File: src/rtl/btb_ctrl_if.sv
// Fetch-side lookup and execute-side training bundle for btb_ctrl.
//   master : the fetch/next-PC/execute side. It drives pc_fetch, the upd_*
//            training signals and btb_clr, and receives the prediction.
//   slave  : the predictor (btb_ctrl). It returns branch_en and pc_target.
interface btb_ctrl_if #(
  parameter int WIDTH = 32
) ();
  logic [WIDTH-1:0] pc_fetch;
  logic             branch_en;
  logic [WIDTH-1:0] pc_target;
  logic             upd_valid;
  logic [WIDTH-1:0] upd_pc;
  logic             upd_taken;
  logic             upd_is_jump;
  logic [WIDTH-1:0] upd_target;
  logic             btb_clr;

  modport master (
    output pc_fetch, upd_valid, upd_pc, upd_taken, upd_is_jump, upd_target, btb_clr,
    input  branch_en, pc_target
  );

  modport slave (
    input  pc_fetch, upd_valid, upd_pc, upd_taken, upd_is_jump, upd_target, btb_clr,
    output branch_en, pc_target
  );
endinterface

File: src/rtl/btb_ctrl.sv
// Direct-mapped branch target buffer with a 2-bit direction counter per entry.
// Lookup is combinational from the registered table, so the next-PC mux sees
// the prediction in the same cycle. The table is trained on the clock edge from
// execute-stage resolution.
//
// Ports:
//   clk, rst_n             clock and asynchronous active-low reset
//   bus (btb_ctrl_if.slave) pc_fetch in; branch_en/pc_target out;
//                          upd_valid/upd_pc/upd_taken/upd_is_jump/upd_target
//                          and btb_clr in
//   stat_upd_cnt, stat_mispred_cnt (only when BTB_STATS_EN is defined)
//                          free-running update and misprediction counters
//
// Optional feature macro: BTB_STATS_EN.
//
// Entry counter: 00 strong-NT, 01 weak-NT, 10 weak-T, 11 strong-T.
module btb_ctrl #(
  parameter int WIDTH   = 32,
  parameter int ENTRIES = 16
) (
  input  logic          clk,
  input  logic          rst_n,
  btb_ctrl_if.slave     bus
`ifdef BTB_STATS_EN
  ,
  output logic [31:0]   stat_upd_cnt,
  output logic [31:0]   stat_mispred_cnt
`endif
);

  localparam int IDX  = $clog2(ENTRIES);
  localparam int TAGW = WIDTH - IDX - 2;

  logic             valid_q [ENTRIES];
  logic [TAGW-1:0]  tag_q   [ENTRIES];
  logic [WIDTH-1:0] tgt_q   [ENTRIES];
  logic             jmp_q   [ENTRIES];
  logic [1:0]       ctr_q   [ENTRIES];

  // Lookup
  logic [IDX-1:0]   f_idx;
  logic [TAGW-1:0]  f_tag;
  logic             f_hit;

  assign f_idx = bus.pc_fetch[IDX+1:2];
  assign f_tag = bus.pc_fetch[WIDTH-1:IDX+2];
  assign f_hit = valid_q[f_idx] && (tag_q[f_idx] == f_tag);

  assign bus.branch_en = f_hit && (jmp_q[f_idx] || ctr_q[f_idx][1]);
  assign bus.pc_target = bus.branch_en ? tgt_q[f_idx] : '0;

  // Training: only the entry selected by upd_pc is touched
  logic [IDX-1:0]   u_idx;
  logic [TAGW-1:0]  u_tag;
  logic             u_hit;
  logic             u_we;
  logic [TAGW-1:0]  tag_d;
  logic [WIDTH-1:0] tgt_d;
  logic             jmp_d;
  logic [1:0]       ctr_d;

  assign u_idx = bus.upd_pc[IDX+1:2];
  assign u_tag = bus.upd_pc[WIDTH-1:IDX+2];
  assign u_hit = valid_q[u_idx] && (tag_q[u_idx] == u_tag);

  // A miss that resolved not-taken is never allocated.
  assign u_we  = bus.upd_valid && !bus.btb_clr && (u_hit || bus.upd_taken);

  logic unused_pc_bits;
  assign unused_pc_bits = ^{bus.pc_fetch[1:0], bus.upd_pc[1:0]};

  always_comb begin
    tag_d = tag_q[u_idx];
    tgt_d = tgt_q[u_idx];
    jmp_d = jmp_q[u_idx];
    ctr_d = ctr_q[u_idx];
    if (!u_hit) begin
      // Allocation overwrites whatever alias occupied the slot.
      tag_d = u_tag;
      tgt_d = bus.upd_target;
      jmp_d = bus.upd_is_jump;
      ctr_d = bus.upd_is_jump ? 2'b11 : 2'b10;
    end else if (bus.upd_is_jump) begin
      tgt_d = bus.upd_target;
      jmp_d = 1'b1;
      ctr_d = 2'b11;
    end else begin
      jmp_d = 1'b0;
      if (bus.upd_taken) begin
        tgt_d = bus.upd_target;
        if (ctr_q[u_idx] != 2'b11) ctr_d = ctr_q[u_idx] + 2'd1;
      end else begin
        if (ctr_q[u_idx] != 2'b00) ctr_d = ctr_q[u_idx] - 2'd1;
      end
    end
  end

  always_ff @(posedge clk or negedge rst_n) begin
    if (!rst_n) begin
      for (int i = 0; i < ENTRIES; i++) begin
        valid_q[i] <= 1'b0;
        tag_q[i]   <= '0;
        tgt_q[i]   <= '0;
        jmp_q[i]   <= 1'b0;
        ctr_q[i]   <= 2'b01;
      end
    end else if (bus.btb_clr) begin
      for (int i = 0; i < ENTRIES; i++) valid_q[i] <= 1'b0;
    end else if (u_we) begin
      valid_q[u_idx] <= 1'b1;
      tag_q[u_idx]   <= tag_d;
      tgt_q[u_idx]   <= tgt_d;
      jmp_q[u_idx]   <= jmp_d;
      ctr_q[u_idx]   <= ctr_d;
    end
  end

`ifdef BTB_STATS_EN
  logic [31:0] stat_upd_q;
  logic [31:0] stat_mis_q;
  logic        u_pred_taken;
  logic        u_mispred;

  // Prediction the table would have given for upd_pc at this edge.
  assign u_pred_taken = u_hit && (jmp_q[u_idx] || ctr_q[u_idx][1]);
  assign u_mispred    = (u_pred_taken != bus.upd_taken) ||
                        (u_pred_taken && (tgt_q[u_idx] != bus.upd_target));

  always_ff @(posedge clk or negedge rst_n) begin
    if (!rst_n) begin
      stat_upd_q <= '0;
      stat_mis_q <= '0;
    end else if (bus.upd_valid && !bus.btb_clr) begin
      stat_upd_q <= stat_upd_q + 32'd1;
      if (u_mispred) stat_mis_q <= stat_mis_q + 32'd1;
    end
  end

  assign stat_upd_cnt     = stat_upd_q;
  assign stat_mispred_cnt = stat_mis_q;
`endif

endmodule
File: src/flat_wrapper.sv
// flat-port wrapper written by rule: the top's interface ports become plain ports
module btb_ctrl_flat 
#(
  parameter int WIDTH   = 32,
  parameter int ENTRIES = 16
)
  (clk, rst_n, bus_pc_fetch, bus_upd_valid, bus_upd_pc, bus_upd_taken, bus_upd_is_jump, bus_upd_target, bus_btb_clr, bus_branch_en, bus_pc_target);
  btb_ctrl_if #(.WIDTH(WIDTH)) bus_i ();
  input  logic clk;
  input  logic rst_n;
  input wire logic [$bits(bus_i.pc_fetch)-1:0] bus_pc_fetch;
  input wire logic [$bits(bus_i.upd_valid)-1:0] bus_upd_valid;
  input wire logic [$bits(bus_i.upd_pc)-1:0] bus_upd_pc;
  input wire logic [$bits(bus_i.upd_taken)-1:0] bus_upd_taken;
  input wire logic [$bits(bus_i.upd_is_jump)-1:0] bus_upd_is_jump;
  input wire logic [$bits(bus_i.upd_target)-1:0] bus_upd_target;
  input wire logic [$bits(bus_i.btb_clr)-1:0] bus_btb_clr;
  output wire logic [$bits(bus_i.branch_en)-1:0] bus_branch_en;
  output wire logic [$bits(bus_i.pc_target)-1:0] bus_pc_target;
  assign bus_i.pc_fetch = bus_pc_fetch;
  assign bus_i.upd_valid = bus_upd_valid;
  assign bus_i.upd_pc = bus_upd_pc;
  assign bus_i.upd_taken = bus_upd_taken;
  assign bus_i.upd_is_jump = bus_upd_is_jump;
  assign bus_i.upd_target = bus_upd_target;
  assign bus_i.btb_clr = bus_btb_clr;
  assign bus_branch_en = bus_i.branch_en;
  assign bus_pc_target = bus_i.pc_target;
  btb_ctrl #(.WIDTH(WIDTH), .ENTRIES(ENTRIES)) u_core (.clk(clk), .rst_n(rst_n), .bus(bus_i));
endmodule
File: config.mk
export PLATFORM = sky130hd
export DESIGN_NAME = btb_ctrl_flat
export DESIGN_NICKNAME = d
export VERILOG_FILES = /design/src/rtl/btb_ctrl_if.sv /design/src/rtl/btb_ctrl.sv /design/src/flat_wrapper.sv
export SDC_FILE = /design/constraint.sdc
export NUM_CORES = 2
export LEC_CHECK = 0
export CAP_MARGIN = 25
export CORE_ASPECT_RATIO = 1.1
export CORE_MARGIN = 2
export CORE_UTILIZATION = 40
export CTS_BUF_LIST = sky130_fd_sc_hd__clkbuf_2 sky130_fd_sc_hd__clkbuf_4 sky130_fd_sc_hd__clkbuf_8
export CTS_CLUSTER_DIAMETER = 30
export DETAILED_ROUTE_END_ITERATION = 8
export GPL_ROUTABILITY_DRIVEN = 0
export PLACE_DENSITY = 0.67
export SLEW_MARGIN = 20
export SYNTH_ARGS = -nofsm -noshare
export SYNTH_HDL_FRONTEND = slang
export SYNTH_SLANG_ARGS = --single-unit
File: constraint.sdc
create_clock -name clk -period 7.3 [get_ports clk]
set_input_delay 1.825 -clock clk [delete_from_list [all_inputs] [get_ports clk]]
set_output_delay 1.825 -clock clk [all_outputs]
set_load 0.005 [all_outputs]
==> Word level (Yosys, flattened, before mapping) <==
Cells that the tools add are included.
{ "totals": {"register_bits": 992, "input_bits": 102} }
{ "classes": {"addsub": 2, "magnitude_cmp": 3, "eq_ne": 3, "mux": 54, "bitwise_logic": 4, "n_reduce_logical": 12} }
{ "op_table": {"columns": ["operator", "n"], "rows": [
  ["512-bit bitwise mux", 1],
  ["416-bit bitwise mux", 1],
  ["32-bit 2-to-1 mux", 9],
  ["32-bit binary-select mux with 4-bit select", 2],
  ["26-bit binary-select mux with 4-bit select", 2],
  ["26-bit 2-to-1 mux", 6],
  ["32-bit demux with 4-bit select", 1],
  ["26-bit demux with 4-bit select", 1],
  ["26-bit equality test", 2],
  ["32-bit bitwise mux", 1],
  ["16-bit 2-to-1 mux", 2],
  ["2-bit 2-to-1 mux", 10],
  ["2-bit binary-select mux with 4-bit select", 2],
  ["16-bit bitwise mux", 1],
  ["16-bit bitwise OR", 1],
  ["1-bit binary-select mux with 4-bit select", 3],
  ["5-bit >= comparator (second input constant)", 2],
  ["1-bit 2-to-1 mux", 10],
  ["4-bit NOT with 5-bit output", 2],
  ["2-bit demux with 4-bit select", 1],
  ["1-bit logical AND", 6],
  ["5-bit by 1-bit < comparator with 1-bit output (second input constant)", 1],
  ["1-bit demux with 4-bit select", 1],
  ["2-bit nonzero test", 2],
  ["7 further kinds", 8]
]} }

==> Logic depth before layout (Yosys ltp) <==
{ "logic_depth": {"word_depth": 10, "mapped_depth": 15, "ltp_nobuf": 9} }

==> Least setup slack after synthesis <==
No wires, ideal clock.
{ "synth_path": {"path_type": "input -> output", "from": "input port bus_pc_fetch[2]", "to": "output port bus_pc_target[10]", "arrival_time_ns": 5.104, "setup_slack_ns": 0.371, "path_stages": 10, "path_buffers": 4, "path_cell_list": "clkbuf_1 -> buf_1 -> buf_1 -> mux4_2 -> mux4_2 -> xor2_1 -> nor4_1 -> nand4_1 -> clkbuf_1 -> nor2b_1"} }
{ "synth_between": {"elab_chain_cells": 8, "elab_cells_between_ends": 21, "cone_classes": "eq/ne (1); mux (16); bitwise (1); reduce/logical (3)"} }
{ "synth_lines": {"columns": ["item", "line_no", "text"], "rows": [
  ["start, declared", "flat_wrapper.sv:11", "input wire logic [$bits(bus_i.pc_fetch)-1:0] bus_pc_fetch;"],
  ["4-bit NOT with 5-bit output (not written as such) *", "btb_ctrl.sv:47, btb_ctrl.sv:49, btb_ctrl.sv:50", null],
  ["26-bit binary-select mux with 4-bit select", "btb_ctrl.sv:47", "assign f_hit = valid_q[f_idx] && (tag_q[f_idx] == f_tag);"],
  ["26-bit 2-to-1 mux (not written as such) (2 in a row)", "btb_ctrl.sv:47", null],
  ["26-bit equality test", "btb_ctrl.sv:47", null],
  ["1-bit logical AND", "btb_ctrl.sv:47", null],
  ["1-bit logical AND", "btb_ctrl.sv:49", "assign bus.branch_en = f_hit && (jmp_q[f_idx] || ctr_q[f_idx][1]);"],
  ["32-bit 2-to-1 mux *", "btb_ctrl.sv:50", "assign bus.pc_target = bus.branch_en ? tgt_q[f_idx] : '0;"],
  ["end, declared", "flat_wrapper.sv:19", "output wire logic [$bits(bus_i.pc_target)-1:0] bus_pc_target;"]
]} }
Every way passes the cells marked *; elsewhere a longest branch is shown, timed or not. The select of a mux whose other input is x is not followed.

==> Final worst setup path <==
{ "layout_path": {"from": "input port bus_pc_fetch[2]", "to": "output port bus_pc_target[7]"} }
Same word-level chain as after synthesis.

==> metrics.txt <==
status complete, no violations; final core utilization between 40% and 50%; DP Cell Count 5050; Cell Rows 140; Max Fclk 139 MHz; data arrival time of the critical path 5.36 ns; die width 352 um; Post-CTS Hold Fix Bufs 0; pin count of the biggest net entering global routing between 150 and 200; Worst IR Drop VDD 172 uV; Synth async-reset ratio 100%; sequential fraction of the synthesis area around 47%; Tightest Hold Check Type reg2reg; Area Growth Syn to Fin 17.2%; Worst slew margin 32.1%; H-tree depth 4; io pins around 140; Mapped Avg Cell Area 15.8 um2; CTS tree done; library cells used by synthesis 59; startpoint types input port; post-route ant nets 0; Avg Vias per Cell 5.98; Yosys top cell by area dfrtp_1; drt initial violations 2885; Post-synth EDFFs 0; initial antenna violation count 14; share of the synthesized area in the top cell type 45.9%; FF-to-FF setup slack 3.09 ns; post-place setup slack -0.221 ns; total nets after synthesis about 3500; synthesized instance count 3361; DRT Pass-1 Iters 5; RSZ-0062 raised after global routing no; Worst EP required 5.48 ns; design area 0.0624 mm2; clk buf depth 3; Remaining DRCs 0; drt wl/cell around 27 um; Tcrit/Tclk final 98.4%; clk_lat worst skew 0.94 ns; Initial Utilization 40.2%; CTS sink cnt around 990; CTS Buf Count between 200 and 250; Clock Pin Slew Worst Setup and Hold Paths 0.05 ns; Core Box Area 0.132 mm2; Placement Cell Area 0.0566 mm2; largest cells by area after synthesis dfrtp_1 (46%), mux4_2 (22%), mux2_2 (21%); Synth warnings 0; GRT Total Usage between 20% and 30%; post-CTS setup buffers 0; Synth Cell Area between 0.05 and 0.06 mm2; Main synth FF type dfrtp_1; Clock Skew between 0.07 and 0.08 ns; first-pass GRT wire length 226000 um; Total Wirelength 150000 um; Setup CP Type in2out; Detail Placement HPWL 86500 um; Leak 0.0278 uW; most common cell in the netlist mux2_2; full die area 0.136 mm2; vias in the first global route around 35000; Final Setup Violations 0; setup ws final about 0.11 ns; top cells by count, synth mux2_2 (983), dfrtp_1 (976), mux4_2 (525), buf_2 (131), clkbuf_1 (129); Slew @ Worst Pin 1.02 ns; number of max-cap violations 0; GR Overflow Total 0; layout cell share with drive strength beyond 1 57.0%; die height between 300 and 400 um; DR vias 32847; crit path capture type output port; port bufs 130; Final Power 16800 uW; CTS Root Cell clkbuf_8; crit path time final approximately 7.2 ns; Final Max Tran Viols 0; Power Density 269 mW/mm2; NumNets Final between 3000 and 4000; non-filler cells, final approximately 5500; #FFs+latches synth between 900 and 1000; Max FO, Critical Path 14; Hold Violations, Final 0
## cells in the final DEF (no fill, tap or decap), drive strengths merged, types with 12 or more instances in the layout
cell           Yosys  final
inv               13     24
buf              213    135
clkdlybuf4s50      0    121
nor3              12     12
dfstp             16     16
mux2            1016   1016
a21oi             28     28
nor2              37     37
nand2             32     32
clkbuf           129    316
mux2i            104    104
a22o              19     19
clkinv             2     59
o21ai             25     25
dfrtp            976    976
bufinv             0     29
xnor2             29     29
nor2b             45     45
xor2              28     28
clkinvlp           0     25
mux4             525    525
## area by class of cell
| class | instances | area [um2] |
|---|---|---|
| fillers | 11350 | 69900 |
| multi-input cells | 2012 | 26900 |
| clock inverters | 122 | 1540 |
| clock buffers | 313 | 4080 |
| inverters | 15 | 56.3 |
| repair buffers | 259 | 2780 |
| well taps | 1775 | 2220 |
| flip-flops and latches | 992 | 24800 |
| diodes | 5 | 12.5 |
## what timing repair did
action	CTS	global route
gates cloned	0	2
gates resized for setup	2	7
endpoints found under the setup margin	33	32
## cell families after synthesis
family	after synthesis	synth area share, %
compound gates	148	1.96
xor+xnor	57	0.938
fa+ha+maj	2	0.0376
buf+inv	357	3.11
flops	992	46.7
mux	1645	45.7
simple gates	160	1.62
## per-stage QoR
step,setup TNS (ns),hold WS [ns]
2_1_floorplan,0,0.459
3_3_place_gp,-3.29,0.476
3_5_place_dp,-4.95,0.480
4_1_cts,0,0.490
5_1_grt,0,0.520
6_report,0,0.484
## report_power, final
| part | switching [uW] | internal, uW | leakage, uW | total [uW] |
|---|---|---|---|---|
| sequential | 534 | 6250 | 0.0131 | 6780 |
| combinational | 974 | 1500 | 0.0118 | 2480 |
| clock | 2830 | 4710 | 0.00287 | 7540 |
## path summary, 6_finish.rpt
| path | cells after the start | startpoint | to |
|---|---|---|---|
| worst max register to register | 10 | u_core.tag_q[371]$_DFFE_PN0P_ | u_core.tag_q[353]$_DFFE_PN0P_ |
| worst min-delay path | 1 | u_core.jmp_q[2]$_DFFE_PN0P_ | u_core.jmp_q[2]$_DFFE_PN0P_ |
| max in group asynchronous | 2 | rst_n | u_core.tag_q[98]$_DFFE_PN0P_ |
| min in group asynchronous | 1 | rst_n | u_core.tgt_q[234]$_DFFE_PN0P_ |
| worst max-delay path | 11 | bus_pc_fetch[2] | bus_pc_target[7] |
| worst min register to register | 1 | u_core.jmp_q[2]$_DFFE_PN0P_ | u_core.jmp_q[2]$_DFFE_PN0P_ |
## worst max-delay path: stages
cell	delay, ns
buf_16	0.19
mux4_2	0.52
mux4_2	0.48
xnor2_1	0.28
o211ai_1	0.29
nor4_4	0.43
nand4_1	0.17
buf_4	0.25
buf_4	0.20
nor2b_1	0.14
clkdlybuf4s50_1	0.53
## registers in the layout, indices dropped and copies added, names as in the netlist
name / count
u_core.tag_q: 416
u_core.tgt_q: 512
u_core.jmp_q: 16
u_core.valid_q: 16
u_core.ctr_q: 32
## per-layer routing
layer	part of all wire, %	up-vias	GRT usage (%)	wire [um]
met4	2.9	18	7.82	4400
li1	-	13469	-	-
met2	47	1203	34.2	71200
met1	42	17896	30.7	63400
met3	7.3	261	5.58	11000
met5	0.077	-	0	115
Power figures use the tool's default switching activity.
